<file path="config.mk">
export PLATFORM = sky130hd
export DESIGN_NAME = instruction_sequencer
export DESIGN_NICKNAME = d
export VERILOG_FILES = /design/src/rtl/instruction_sequencer.sv
export SDC_FILE = /design/constraint.sdc
export NUM_CORES = 2
export LEC_CHECK = 0
export BUFFER_PORTS_ARGS = -buffer_cell sky130_fd_sc_hd__buf_2
export CAP_MARGIN = 20
export CORE_ASPECT_RATIO = 0.8
export CORE_MARGIN = 10
export CORE_UTILIZATION = 55
export DETAILED_ROUTE_END_ITERATION = 10
export PLACE_DENSITY = 0.71
export SLEW_MARGIN = 20
export SYNTH_ARGS = -nofsm -noshare
export SYNTH_HDL_FRONTEND = slang
export SYNTH_SLANG_ARGS = --single-unit
export TNS_END_PERCENT = 20
</file>
<file path="constraint.sdc">
create_clock -name clk -period 3.15 [get_ports clk]
set_input_delay 0.4725 -clock clk [delete_from_list [all_inputs] [get_ports clk]]
set_output_delay 0.4725 -clock clk [all_outputs]
set_load 0.1 [all_outputs]
</file>
<file path="src/rtl/instruction_sequencer.sv">
// instruction_sequencer: host-loaded instruction memory and PC sequencer that
// presents one instruction per issue slot to the decoder.
module instruction_sequencer #(
  parameter int IMEM_DEPTH = 256,
  parameter int PC_W       = 8
) (
  input  logic            clk,
  input  logic            reset,
  input  logic            prog_we,
  input  logic [PC_W-1:0] prog_addr,
  input  logic [15:0]     prog_data,
  input  logic            start,
  input  logic            stall,
  output logic [15:0]     instruction,
  output logic            instr_valid,
  output logic [PC_W-1:0] pc,
  output logic            running,
  output logic            halted,
  output logic            error
);
  typedef enum logic [2:0] {IDLE, FETCH, EXEC, WAIT, HALT} state_t;
  state_t state, nxt;
  logic [15:0] mem [IMEM_DEPTH];
  logic [15:0] rdata;
  logic [2:0] op;
  logic multi, at_end, pc_clr, pc_inc, set_err;
  assign rdata  = mem[pc];
  assign op     = instruction[15:13];
  assign multi  = op >= 3'd2 && op <= 3'd5;
  assign at_end = pc == PC_W'(IMEM_DEPTH - 1);
  always_ff @(posedge clk)
    if (prog_we && (state == IDLE || state == HALT)) mem[prog_addr] <= prog_data;
  // A fetched HALT word goes straight to HALT so the decoder never sees it.
  always_comb begin
    nxt     = state;
    pc_clr  = 1'b0;
    pc_inc  = 1'b0;
    set_err = 1'b0;
    case (state)
      IDLE, HALT: if (start) begin
        nxt    = FETCH;
        pc_clr = 1'b1;
      end
      FETCH: nxt = rdata[15:13] == 3'b111 ? HALT : EXEC;
      EXEC: if (op == 3'b111) nxt = HALT;
        else if (multi) nxt = WAIT;
        else begin
          nxt     = at_end ? HALT : FETCH;
          pc_inc  = !at_end;
          set_err = at_end;
        end
      WAIT: if (!stall) begin
        nxt     = at_end ? HALT : FETCH;
        pc_inc  = !at_end;
        set_err = at_end;
      end
      default: nxt = IDLE;
    endcase
  end
  always_ff @(posedge clk or negedge reset)
    if (!reset) begin
      state       <= IDLE;
      pc          <= '0;
      instruction <= '0;
      error       <= 1'b0;
    end else begin
      state       <= nxt;
      pc          <= pc_clr ? '0 : pc_inc ? pc + 1'b1 : pc;
      instruction <= (state == FETCH && nxt == EXEC) ? rdata : '0;
      error       <= pc_clr ? 1'b0 : (error | set_err);
    end
  assign instr_valid = state == EXEC;
  assign running     = state == FETCH || state == EXEC || state == WAIT;
  assign halted      = state == HALT;
endmodule

</file>
Word-level counts from Yosys, hierarchy flattened
Memory sizes are Yosys's and may differ from the RTL's.
Cells that the tools add are included.
Widths: inputs -> output; s select.

storage, ports and cells
  bits in writable memories = 4096
  memories = 1
  bits in registers = 28
  output and inout bits = 28

memories
  memory  words  width  rd ports  clocked after memory_dff  wr ports  RTL line  source
  mem     256    16     1         0                         1         23        logic [15:0] mem [IMEM_DEPTH];

cells by class
  bitwise gates (word level) = 1
  reductions and logical operators = 10
  add/subtract/negate cells = 1
  equal/unequal tests = 8
  muxes and demuxes = 23
  magnitude comparators = 2

operators with widths
  operator             count
  $mux 3               6
  $mux 16              1
  $mux 8               2
  $pmux 3 s4           1
  $mux 1               11
  $eq 3x2->1 const B   3
  $eq 3x3->1 const B   3
  $add 8x1->8 const B  1
  $eq 8x8->1 const B   1
  $pmux 1 s2           2
  $eq 3x1->1 const B   1
  $ge 3x2->1 const B   1
  $le 3x3->1 const B   1
  $logic_and 1x1->1    3
  $logic_not 3->1      1
  $logic_or 1x1->1     3
  $reduce_bool 2->1    1
  $reduce_or 2->1      1
  $logic_not 1->1      1
  $or 1x1->1           1

Longest topological paths before layout
  depth in word-level cells = 8
  gate-level depth with buffers = 14

Worst setup path before layout
Ideal clock, no wire load.

  kind = register -> register
  from = reg pc[0]
  to = reg instruction[0]
  buffers on the path = 3
  path slack = -781 ps
  arrival = 3790 ps
  clock period less this slack = 3931 ps
  cell stages (with the launch flop) = 9
  path through = dfrtp_1 > buf_4 > clkbuf_1 > buf_2 > mux4_2 > mux4_2 > mux4_2 > mux4_2 > nor3b_1

between the ends
  longest elaborated chain between the ends = 8
  elaborated cells between the ends (all ways) = 12
  classes of those cells = eq/ne (3); mux (7); reduce/logical (1); memory (1)

RTL lines
  item                                                                    RTL line  source
  from (decl)                                                             16        output logic [PC_W-1:0] pc,
  from (signal assigned)                                                  68        pc <= pc_clr ? '0 : pc_inc ? pc + 1'b1 : pc;
  parallel branches: the longest is 7 deep, another holds $mem_v2 256x16  n/a
  $mux 16 (*)                                                             69        instruction <= (state == FETCH && nxt == EXEC) ? rdata : '0;
  to (signal assigned)                                                    69
  to (decl)                                                               14        output logic [15:0] instruction,

Every way passes the cells marked *.
A chain may end at the register's enable or synchronous reset.

Final worst setup path
  from = reg pc[0]
  to = reg instruction[11]

Same word-level chain as after synthesis.

==> metrics.txt <==
number of buffers created by CTS=between 300 and 400; layout cell share with drive strength beyond 1=roughly 36%; Post-Synthesis Net Count=approximately 6500; number of global-route vias before repair=76580; Post-Route Hold Slack=57.04 ps; Seq/Total Area, Yosys=78.18%; wire length of the first global-routing pass=585.4 mm; first element of the critical path=pc[0]$_DFFE_PN0P_; number of antenna-violating nets in the routed design=0; CP cell instances=buf_12 > buf_6 > buf_12 > buf_12 > mux4_2 > mux4_2 > mux4_2 > mux4_2 > nor3b_2; leak pwr=around 57 nW; area share of the leading cell type in the synthesized netlist=a little under 80%; H-tree depth reported by CTS=5; Buf/Inv on CP=4; setup repair after global routing missed its margin=true; CP top delay family=multiplexers; kind of end point of the critical path=flop; leading cell type by number of instances after synthesis=edfxtp_1; measured slew at the worst slew-check pin=approximately 1100 ps; worst setup path category=reg -> reg; overflow left after global routing=0; row cnt=approximately 180; drt wl/cell=35.76 µm; final critical-path share of the clock period=119.4%; Critical-path top delay cell=mux4_2; number of failing setup endpoints in the final timing report=18; antenna violations before repair=38; via count normalized by instance count=6.683; half-perimeter wire length after detailed placement=244.0 mm; count of placed standard cells in the final layout, fillers left out=between 10000 and 15000; area share of fa/ha/maj cells after synthesis=0.007907%; final hold viol count=0; quantity of I/O buffers inserted on ports=between 50 and 60; Die Footprint=a little over 300000 µm²; top post-synthesis cells by count=edfxtp_1, mux4_2, nor2_1; Startpoint Class=flop; outcome=finished with violations; final critical delay including setup and external delays=3762 ps; first-pass iteration count of the detailed router=6; # DRC=0; placer congestion estimate=roughly 0.95; worst-case setup margin in the final layout=-611.8 ps; number of enable-type register cells in the synthesized netlist=a little over 4000; worst r2r src=pc[0]$_DFFE_PN0P_; max_slew headroom=23.66%; number of nets in the final layout=approximately 7400; Peak VDD IR=~750 µV; Mapped Area=roughly 160000 µm²; xor/xnor share of the synthesized area=less than 1%; share of synthesized area spent on multiplexers=18.70%; maximum clock insertion buffer count=4; sum of negative setup slack=-9274 ps; most used cell along the critical path=mux4_2; P per Cell Area=a little under 800 nW/µm²; Max Freq=approximately 270 MHz; violations in the final reports=negative setup slack; max-cap violation count=0; total global-route track usage=around a quarter; count of warnings emitted by yosys=0; async set-reset flop share out of synthesis=less than 1%; initial core utilization=between 50% and 60%; Final Skew=~63 ps; required time reported for the critical path endpoint=between 3000 and 4000 ps; signed area change from the synthesized netlist to the final layout=15.70%; path type of the worst min-delay path=in -> reg; Initial DRC Count=roughly 12000; number of I/O pins=between 50 and 60; highest cell delay on the worst timing path=roughly 640 ps; source-to-sink clock delay at the later pin of the worst-skew pair=between 900 and 1000 ps; number of library cell types mapped by synthesis=62; gate count of the mapped netlist=between 6000 and 7000; placed cell count=10781; Synth Area in Simple Gates=under 10%; primary flip-flop cell chosen by synthesis mapping=edfxtp_1; Detailed Route WL=between 400 and 500 mm; clock tree from TritonCTS=done; endpoint arrival time on the critical path=4540 ps; dominant combinational cell family by area after synthesis=multiplexers; dominant cells by area after synthesis=edfxtp_1, mux4_2, nor2_1, mux2i_1, buf_2; master cell of the clock root buffer=clkbuf_16; worst min-delay path startpoint=prog_data[12]; placement-stage worst setup slack=-812.8 ps; maximum number of pins on one net before global-route repair=125; area of the placeable core=between 200000 and 300000 µm²; register bit total from synthesis=4124; post-synthesis compound-gate area fraction=0.6310%; top fanout value on the critical path=11; Yosys top cell by area=edfxtp_1; average cell area after synthesis=about 24 µm²; final number of max-transition violations=0; Die Y=499.7 µm; via count=about 77000; Clock Sinks=between 4000 and 5000; clock-pin slew of the registers on the worst-case setup and hold paths=60 ps; die width=~620 µm
-- flip-flops by register name, indices dropped and copies added (netlist names) --
name,flops
error,1
mem,4096
instruction,16
pc,8
state,3
-- placed cells by master, fill, tap and decap left out, types with 47 or more instances in the layout --
master        n
clkinv_1     82
buf_12      143
clkbuf_1     74
mux4_2     1265
nor2_1      262
edfxtp_1   4096
clkbuf_16   401
mux2i_1      97
clkinv_2     73
nand2_1      47
buf_4       632
-- stage by stage --
step / area [µm²] / utilization, % / total power, mW
global placement: 169500 / 59.08 / 96.49
CTS: 182500 / 63.62 / 143.2
finish: 183100 / 63.80 / 143.6
global route: 183000 / 63.79 / 147.5
detailed placement: 169500 / 59.08 / 96.84
floorplan: 159400 / - / 84.50
-- power breakdown --
group / switching [mW] / internal (mW)
clock: 19.9 / 25.7
combinational: 18.9 / 18.4
sequential: 0.281 / 60.5
total: 39.1 / 104
-- worst paths after layout --
kind,end,slack [ps],depth (start not counted)
max,instruction[11]$_DFF_PN0_,-610,9
min,mem[188][12]$_DFFE_PP_,60,1
max reg2reg,instruction[11]$_DFF_PN0_,-610,9
min reg2reg,state[0]$_DFF_PN0_,650,1
max in group asynchronous,pc[1]$_DFFE_PN0P_,2390,2
min in group asynchronous,state[0]$_DFF_PN0_,270,2
-- worst reg2reg max path, cell delays in order (launching register included) --
cell	delay (ps)
dfrtp_4	470
buf_12	150
buf_6	140
buf_12	190
buf_12	180
mux4_2	540
mux4_2	600
mux4_2	650
mux4_2	520
nor3b_2	180
-- cell type report --
cell class	instances	area, µm²
flip-flops and latches	4124	123700
fillers	17884	103900
multi-input cells	1990	32960
clock buffers	470	10160
repair buffers	889	9288
well taps	3827	4788
clock inverters	227	2064
diodes	19	47.55
inverters	10	40.04
-- repair_timing --
action | in CTS | in global routing
pin swaps | 2 | 1
setup buffers | 17 | 22
resized for setup | 57 | 23
endpoints found under the hold margin | 29 | 18
cloned | 10 | 7
hold buffers | 2 | 1
setup endpoints to repair | 19 | 18
-- kinds of logic after synthesis --
kind of cell             count (synthesis)
AO/OA/AOI/OAI                          136
adder cells (fa/ha/maj)                  1
flip-flops                            4124
buffers and inverters                  376
XOR/XNOR                                 6
multiplexers                          1374
AND/OR/NAND/NOR                        473
-- per-layer routing --
layer,up-vias,track usage [%],share of wire (%)
li1,29894,-,-
met1,40913,38.92,37
met2,5618,39.39,46
met3,791,6.581,13
met4,10,9.227,4.2
met5,-,0,0.015
Power figures use the tool's default switching activity.
